**src/rtl/pipe_hazard_ctrl.sv**
```systemverilog
// Hazard/stall controller for the 5-stage pipeline: load-use, HI/LO wait, branch flush, dmem freeze.
// Zero-latency combinational hold/clear outputs; dmem_busy freezes every stage and outranks all other requests.
module pipe_hazard_ctrl #(
  parameter int MULDIV_CYCLES = 32,
  parameter int CNT_W         = 32
) (
  input  logic             clk,
  input  logic             rst_n,
  input  logic [4:0]       id_rs,
  input  logic [4:0]       id_rt,
  input  logic             id_uses_rs,
  input  logic             id_uses_rt,
  input  logic             id_reads_hilo,
  input  logic             ex_memread,
  input  logic [4:0]       ex_rd,
  input  logic             ex_muldiv_start,
  input  logic             mem_branch_taken,
  input  logic             dmem_busy,
  output logic             hold_pc,
  output logic             hold_ifid,
  output logic             hold_idex,
  output logic             hold_exmem,
  output logic             hold_memwb,
  output logic             clear_ifid,
  output logic             clear_idex,
  output logic             clear_exmem,
  output logic             clear_memwb,
  output logic             muldiv_busy,
  output logic [CNT_W-1:0] stall_count
);

  localparam int MDW = $clog2(MULDIV_CYCLES + 1);
  localparam logic [MDW-1:0] MD_LOAD = MDW'(MULDIV_CYCLES - 1);

  typedef enum logic {RUN = 1'b0, MD_BUSY = 1'b1} state_t;

  state_t           state_q, state_d;
  logic [MDW-1:0]   md_cnt_q, md_cnt_d;
  logic [CNT_W-1:0] stall_count_q, stall_count_d;

  logic lu, hl, md_accept;

  assign muldiv_busy = (state_q == MD_BUSY);
  assign stall_count = stall_count_q;

  assign lu = ex_memread && (ex_rd != 5'd0) &&
              ((id_uses_rs && (id_rs == ex_rd)) || (id_uses_rt && (id_rt == ex_rd)));
  assign hl = id_reads_hilo && muldiv_busy;

  // A start under a flush is squashed; under a freeze it comes back next cycle.
  assign md_accept = ex_muldiv_start && !mem_branch_taken && !dmem_busy;

  always_comb begin
    hold_pc     = 1'b0;
    hold_ifid   = 1'b0;
    hold_idex   = 1'b0;
    hold_exmem  = 1'b0;
    hold_memwb  = 1'b0;
    clear_ifid  = 1'b0;
    clear_idex  = 1'b0;
    clear_exmem = 1'b0;
    clear_memwb = 1'b0;
    if (!rst_n) begin
      clear_ifid  = 1'b1;
      clear_idex  = 1'b1;
      clear_exmem = 1'b1;
      clear_memwb = 1'b1;
    end else if (dmem_busy) begin
      hold_pc    = 1'b1;
      hold_ifid  = 1'b1;
      hold_idex  = 1'b1;
      hold_exmem = 1'b1;
      hold_memwb = 1'b1;
    end else if (mem_branch_taken) begin
      clear_ifid  = 1'b1;
      clear_idex  = 1'b1;
      clear_exmem = 1'b1;
    end else if (lu || hl) begin
      hold_pc    = 1'b1;
      hold_ifid  = 1'b1;
      clear_idex = 1'b1;
    end
  end

  // The mult/div unit runs on its own, so the count keeps moving through freezes and flushes.
  always_comb begin
    state_d  = state_q;
    md_cnt_d = md_cnt_q;
    case (state_q)
      RUN: begin
        if (md_accept) begin
          state_d  = MD_BUSY;
          md_cnt_d = MD_LOAD;
        end
      end
      MD_BUSY: begin
        if (md_accept) begin
          md_cnt_d = MD_LOAD;
        end else if (md_cnt_q == '0) begin
          state_d = RUN;
        end else begin
          md_cnt_d = md_cnt_q - MDW'(1);
        end
      end
      default: begin
        state_d  = RUN;
        md_cnt_d = '0;
      end
    endcase
  end

  always_comb begin
    stall_count_d = stall_count_q;
    if (hold_pc && (stall_count_q != {CNT_W{1'b1}})) begin
      stall_count_d = stall_count_q + CNT_W'(1);
    end
  end

  always_ff @(posedge clk or negedge rst_n) begin
    if (!rst_n) begin
      state_q       <= RUN;
      md_cnt_q      <= '0;
      stall_count_q <= '0;
    end else begin
      state_q       <= state_d;
      md_cnt_q      <= md_cnt_d;
      stall_count_q <= stall_count_d;
    end
  end

endmodule

```
**config.mk**
```make
export PLATFORM = sky130hd
export DESIGN_NAME = pipe_hazard_ctrl
export DESIGN_NICKNAME = d
export VERILOG_FILES = /design/src/rtl/pipe_hazard_ctrl.sv
export SDC_FILE = /design/constraint.sdc
export NUM_CORES = 1
export LEC_CHECK = 0
export CAP_MARGIN = 10
export CORE_ASPECT_RATIO = 1.1
export CORE_MARGIN = 2
export CORE_UTILIZATION = 51
export DETAILED_ROUTE_END_ITERATION = 12
export PLACE_DENSITY = 0.86
export SLEW_MARGIN = 20
export SYNTH_ARGS = -nofsm -noshare
export SYNTH_HDL_FRONTEND = slang
export SYNTH_SLANG_ARGS = --single-unit
```
**constraint.sdc**
```tcl
create_clock -name clk -period 2.8 [get_ports clk]
set_input_delay 0.56 -clock clk [delete_from_list [all_inputs] [get_ports clk]]
set_output_delay 0.56 -clock clk [all_outputs]
set_load 0.01 [all_outputs]
```
* Word-level counts from Yosys, hierarchy flattened *
Cells that the tools add are included.
W data, S select, Z words.

word-level totals
  word-level logic and storage cells = 47
  bits of input ports = 24
  register bits after elaboration = 39
  output and inout bits = 42

cells by class
  reduce and logical (&&, ||, !) cells = 15
  equal/unequal tests = 5
  add/sub/neg operators = 2
  multiplexer cells = 21
  bitwise operators = 1

operators by type and width
  kind                     number
  $add A32 B1 Y32 const B  1
  $ne A32 B32 Y1 const B   1
  $mux W6                  3
  $mux W1                  16
  $pmux W6 S2              1
  $eq A5 B5 Y1             2
  $logic_and A1 B1 Y1      8
  $logic_not A6 Y1         1
  $sub A6 B1 Y6 const B    1
  $reduce_bool A5 Y1       1
  $ne A3 B3 Y1 const B     1
  $logic_not A1 Y1         2
  $logic_or A1 B1 Y1       2
  $ne A2 B2 Y1 const B     1
  $pmux W1 S2              1
  $reduce_and A2 Y1        1
  $not A1 Y1               1

* Longest topological paths before layout *
Gate-level depths: netlist of the first run.

  depth in word-level cells = 10
  depth in mapped cells = 8
  mapped depth without buffers = 7

* Worst setup path before layout of the first run *
No wires, ideal clock.

  path type = in2out
  start = in ex_rd[1]
  end = out hold_pc
  cell stages on the path = 6
  required time = 2.240 ns
  path slack = 0.524 ns
  data arrival time = 1.716 ns
  path buffers = 1
  path through = or4_1 -> o21ai_2 -> o31ai_2 -> nand2_1 -> inv_1 -> buf_4

between the ends
  word-level cells in the longest chain between the ends = 9

RTL lines
  what                    RTL line  RTL
  start: declaration      15        input logic [4:0] ex_rd,
  $eq A5 B5 Y1            47        ((id_uses_rs && (id_rs == ex_rd)) || (id_uses_rt && (id_rt == ex_rd)));
  $logic_and A1 B1 Y1     47
  $logic_or A1 B1 Y1      47
  $logic_and A1 B1 Y1 *   46        assign lu = ex_memread && (ex_rd != 5'd0) &&
  $logic_or A1 B1 Y1 *    78        end else if (lu || hl) begin
  $mux W1 * (4 in a row)  -
  end: declaration        19        output logic hold_pc,

Every way passes the cells marked *; elsewhere a longest branch is shown, timed or not.

* Final worst setup path of the first run *
  start = in ex_rd[1]
  end = out hold_pc

between the ends
  word-level cells in the longest chain between the ends = 9

RTL lines
  what                   RTL line  RTL
  $eq A5 B5 Y1           47
  $logic_and A1 B1 Y1    47
  $logic_or A1 B1 Y1     47
  $logic_and A1 B1 Y1 *  46
  $logic_or A1 B1 Y1 *   78
  $mux W1 *              78
  $mux W1 *              74        end else if (mem_branch_taken) begin
  $mux W1 *              68        end else if (dmem_busy) begin
  $mux W1 *              63        if (!rst_n) begin

Marks and branches as above.

==> flow_summary.toml, run 1 <==
[cts]
clk_latency_ps = 290
cts_buffers = 5
cts_tree = "built"
path_clk_slew_ps = 70
cts.htree.levels = 2
cts_num_sinks = 39
cts_buffer_depth = 2
cts_root_buffer = "clkbuf_8"
cts.hold.buffers_added = 0

[job]
cap_violations = 0

[route]
vias = 1821
vias_per_cell = 5.23
drt_first_pass_iters = 4
routed_wl_um = 5040
drc_errors = 0
drt_iter0_drc = 91
wl_per_cell_um = 14.5
ant_nets = 0

[critical_path]
rr_worst_depth = 8
rrSetupSlack_ps = 750
start_kind = "input port"
endpoint_kind = "primary output"
crit_fanout = 2
cp.required_ps = 2240
critPathKind = "input port to primary output"
arrival_ps = 2180
r2r-start = "stall_count[0]$_DFFE_PN0P_"
r2r-end = "stall_count[9]$_DFFE_PN0P_"

[floorplan]
rows = 25
dieArea_mm2 = 0.00486
initial_utilization_pct = 52.2
die_h_um = 72.9
die_w_um = 66.7
io-pin-count = 66
core_mm2 = 0.00422

[global_routing]
overflow = 0
antenna_found_initial = 0
grt_max_degree = 40
gr-usage-all-layers_pct = 23.1
grt_pass1_vias = 1920
grt_first_pass_wirelength_um = 8560

[sta]
worst_hold_slack_ps = 423
final.setup_skew_ps = 6.18
setup_viol = 0
fin_ws_ps = 62.2
relSlewSlack_pct = 66.5
max_freq_ghz = 0.365
fin_setup_tns_ps = 0
drv_slew = 0
period_needed_ps = 2740
finalCritPeriodShare_pct = 97.8
hold_viol = 0
tightest_slew_ps = 498

[final_layout]
nets = 319
seq_area_um2 = 976
syn_to_final_growth_pct = 40.9
diodes = 0
fill_cells = 328
fin_util_pct = 73.5
final_common_cell = "clkdlybuf4s50_1"
drive_gt1_share_pct = 18.4
layout_common_cells = "60 x clkdlybuf4s50_1, 39 x dfrtp_1, 28 x nand2_1"
multi_input_area_mm2 = 0.00115

[placed_design]
io_buffer_count = 65
place_ws_ps = -296
place_congestion = 0.809
dpl.hpwl_um = 3820

[synth]
synth_area_mm2 = 0.00220
synthTopCellsByArea = "dfrtp_1 44%, xnor2_1 10%, xor2_1 8.0%, nand2_1 4.8%, nor4_4 2.9%"
yosysTopAreaCellShare_pct = 44.3
synthCells = 211
synth-seq-cells = 39
syn-num-nets = 237
syn_area_per_cell_um2 = 10.4
synth-seq-area-share_pct = 44.3
yosys_warnings = 0
yosys.area.top_type = "dfrtp_1"
synth_cell_types = 37

[pwr]
ir_worst_vdd_uv = 404
p_leak_nw = 1.35
power.density_mw_per_mm2 = 538

[hold_path]
hold_path.class = "input port to async pin"

[outcome]
status = "finished clean"
[power by group]
group          leakage (nW)  total, mW  internal [mW]  switching [mW]
combinational         0.798      0.455          0.239           0.216
clock                0.0612      0.483          0.288           0.194
sequential            0.496      0.733          0.642          0.0913
[registers in the layout, indices dropped and copies added (netlist names)]
register / flops
stall_count: 32
md_cnt_q: 6
muldiv_busy: 1
[worst max-delay path by stage]
stage,from,endpoint,slack (ps)
2_1_floorplan,ex_rd[1],hold_pc,520
3_3_place_gp,ex_rd[1],clear_idex,-270
3_5_place_dp,ex_rd[3],clear_idex,-300
4_1_cts,ex_rd[2],hold_pc,50
5_1_grt,ex_rd[1],hold_ifid,-10
6_report,ex_rd[1],hold_pc,60
[synth_stat cells (all sizes together)]
library cell and count:
xnor2 26, nand2 28, mux2 1, dfrtp 39, o221ai 1, and3 2, o211ai 2, ha 2
xor2 20, o22a 1, or3 2, o31ai 1, or2 1, a211oi 1, inv 9, nor4 11
and2 1, nand4 8, and3b 1, nor2 11, and4 1, buf 7, nand2b 1, nand3 14
o21ai 5, a21oi 1, or4 1, nor3 13
[per-stage QoR]
| stage | power [mW] | std cells | cell area, um^2 |
|---|---|---|---|
| 2_1_floorplan | 0.962 | 211 | 2200 |
| 3_3_place_gp | 1.17 | 339 | 2980 |
| 3_5_place_dp | 1.19 | 339 | 2980 |
| 4_1_cts | 1.68 | 348 | 3090 |
| 5_1_grt | 1.77 | 348 | 3100 |
| 6_report | 1.67 | 348 | 3100 |
[repair_timing]
| action | CTS | global route |
|---|---|---|
| setup endpoints to repair | 3 | 3 |
| pin swaps | 3 | 4 |
| gates resized for setup | 14 | 4 |
| gates cloned | 0 | 0 |
| setup buffers | 1 | 0 |
[worst max-delay path, stage by stage]
cell	delay (ps)
clkdlybuf4s50_1	420
or4_4	560
o21ai_4	150
buf_4	130
o31ai_2	70
nand2_1	100
inv_1	50
buf_2	130
[final cells by class]
type / count / share of cell area [%]
timing repair buffer: 82 / 24.4
clock buffer: 6 / 2.66
sequential: 39 / 31.4
inverter: 9 / 1.09
multi-input combinational: 156 / 37.1
tap: 54 / 2.18
clock inverter: 2 / 1.13
[metal layers]
metal	track usage (%)	wire length, um	up-vias
li1	-	-	886
met1	28.2	2180	879
met2	40.1	2550	40
met3	4.78	159	16
met4	8.39	150	0
met5	0	0	-
[cells by family after synthesis]
group           Yosys count  synth area share [%]
fa+ha+maj                 2                  1.14
simple gates             95                  27.3
buf+inv                  16                  4.26
flops                    39                  44.3
compound gates           12                  4.20
mux                       1                 0.511
xor+xnor                 46                  18.3
Power figures use the tool's default switching activity.
==> run 2: changes to the inputs <==
--- a/config.mk
+++ b/config.mk
@@ -7,7 +7,6 @@
 export LEC_CHECK = 0
 export CAP_MARGIN = 10
 export CORE_ASPECT_RATIO = 1.1
-export CORE_MARGIN = 2
 export CORE_UTILIZATION = 51
 export DETAILED_ROUTE_END_ITERATION = 12
 export PLACE_DENSITY = 0.86
==> flow_summary.toml, run 2 (same netlist as run 1, synthesis figures left out) <==
[global_routing]
busiest_layer = "met2"
grt_pass1_vias = 1820
overflow = 0
grt_util_met1_pct = 29.9
grt_first_pass_wirelength_um = 8380
grt_max_degree = 37
gr-usage-all-layers_pct = 24.1
antenna_found_initial = 0
use_met3_pct = 4.03
met2_usage_pct = 41.1

[cts]
cts.htree.levels = 2
cts_buffers = 5
cts_tree = "built"
cts.hold.buffers_added = 0
cts_buffer_depth = 2
clk_latency_ps = 290
cts_root_buffer = "clkbuf_8"
cts_num_sinks = 39
path_clk_slew_ps = 60

[sta]
drv_slew = 0
max_freq_ghz = 0.364
finalCritPeriodShare_pct = 98.2
final.setup_skew_ps = 3.49
hold_viol = 0
relSlewSlack_pct = 66.0
tightest_slew_ps = 506
worst_hold_slack_ps = 86.9
period_needed_ps = 2750
setup_viol = 0

[critical_path]
crit_fanout = 2
cp.required_ps = 2240
start_kind = "input port"
cp-startpoint = "ex_rd[2]"
endpoint_kind = "primary output"
arrival_ps = 2190
critPathKind = "input port to primary output"
r2r-start = "muldiv_busy$_DFF_PN0_"

[route]
ant_nets = 0
drc_errors = 0
vias_per_cell = 5.27
routed_wl_um = 5010
drt_iter0_drc = 134
vias = 1822
drt_first_pass_iters = 4
wl_per_cell_um = 14.5

[placed_design]
placed_cell_area_mm2 = 0.00299
dpl.hpwl_um = 3740
io_buffer_count = 65
place_congestion = 0.798
post-place-cells = 338

[pwr]
intPower_mw = 1.05
p_sw_share_pct = 31.1
power_frac_seq_pct = 47.8
clockPowerShare_pct = 22.7
power.density_mw_per_mm2 = 493
p_sw_mw = 0.476
ir_worst_vdd_uv = 466
combPwrFrac_pct = 29.5
p_leak_nw = 1.36

[floorplan]
die_h_um = 70.9
io-pin-count = 66
die_w_um = 64.7
dieArea_mm2 = 0.00459
core_mm2 = 0.00405
rows = 24
initial_utilization_pct = 54.4

[outcome]
status = "finished clean"

[final_layout]
layout_common_cells = "59 x clkdlybuf4s50_1, 39 x dfrtp_1, 28 x nand2_1"
drive_gt1_share_pct = 18.7
nets = 321
design_area_mm2 = 0.00310
largest_reg_flops = 32
diodes = 0
final_common_cell = "clkdlybuf4s50_1"
syn_to_final_growth_pct = 40.6
stdcell_count = 346

[hold_path]
hold_path.class = "input port to async pin"

[job]
cap_violations = 0
run 2: routing by layer:
metal | part of all wire [%] | up-vias
met4 | 2.2 | 0
met2 | 53 | 40
met3 | 2.7 | 9
li1 | - | 889
met5 | 0 | -
met1 | 42 | 884
run 2: metrics by stage:
step / util (%) / power (mW) / setup TNS (ps) / setup slack [ps]
final: 76.4 / 1.53 / 0 / 51.2
after global routing: 76.4 / 1.62 / -3.45 / -3.45
after CTS: 75.5 / 1.53 / 0 / 34.6
after detailed placement: 73.9 / 1.19 / -871 / -311
after global placement: 73.9 / 1.17 / -814 / -303
after floorplan: - / 0.962 / 0 / 524
run 2: power groups by stage:
| stage | clock (mW) | sequential, mW | combinational [mW] |
|---|---|---|---|
| 6_report | 0.347 | 0.731 | 0.451 |
| 5_1_grt | 0.384 | 0.741 | 0.495 |
| 4_1_cts | 0.353 | 0.730 | 0.451 |
| 3_5_place_dp | 0 | 0.738 | 0.451 |
| 3_3_place_gp | 0 | 0.737 | 0.428 |
| 2_1_floorplan | 0 | 0.743 | 0.219 |
run 2: critical path: stages:
cell	delay (ps)
clkdlybuf4s50_1	430
or4_4	550
o21ai_4	170
buf_6	110
o31ai_2	60
nand2_1	130
inv_2	40
buf_2	130
run 2: layout make-up:
class	instances	area, um^2
fillers	267	956
flip-flops and latches	39	976
repair buffers	84	791
clock buffers	6	72.6
inverters	9	33.8
multi-input cells	156	1160
well taps	52	65.1
run 2: timing repair:
item                                    CTS  global route
setup buffers                             1             1
pin swaps                                 3             4
endpoints found under the setup margin    3             3
gates resized for setup                  14             7
run 2: path summary, 6_finish.rpt:
path	slack [ps]	end	cells after the start
setup / recovery	50	hold_pc	8
hold / removal	90	md_cnt_q[5]$_DFFE_PN0P_	1
setup reg to reg	700	stall_count[30]$_DFFE_PN0P_	10
hold reg to reg	500	stall_count[22]$_DFFE_PN0P_	1
max in group asynchronous	2050	stall_count[28]$_DFFE_PN0P_	2
min in group clk	500	stall_count[22]$_DFFE_PN0P_	1
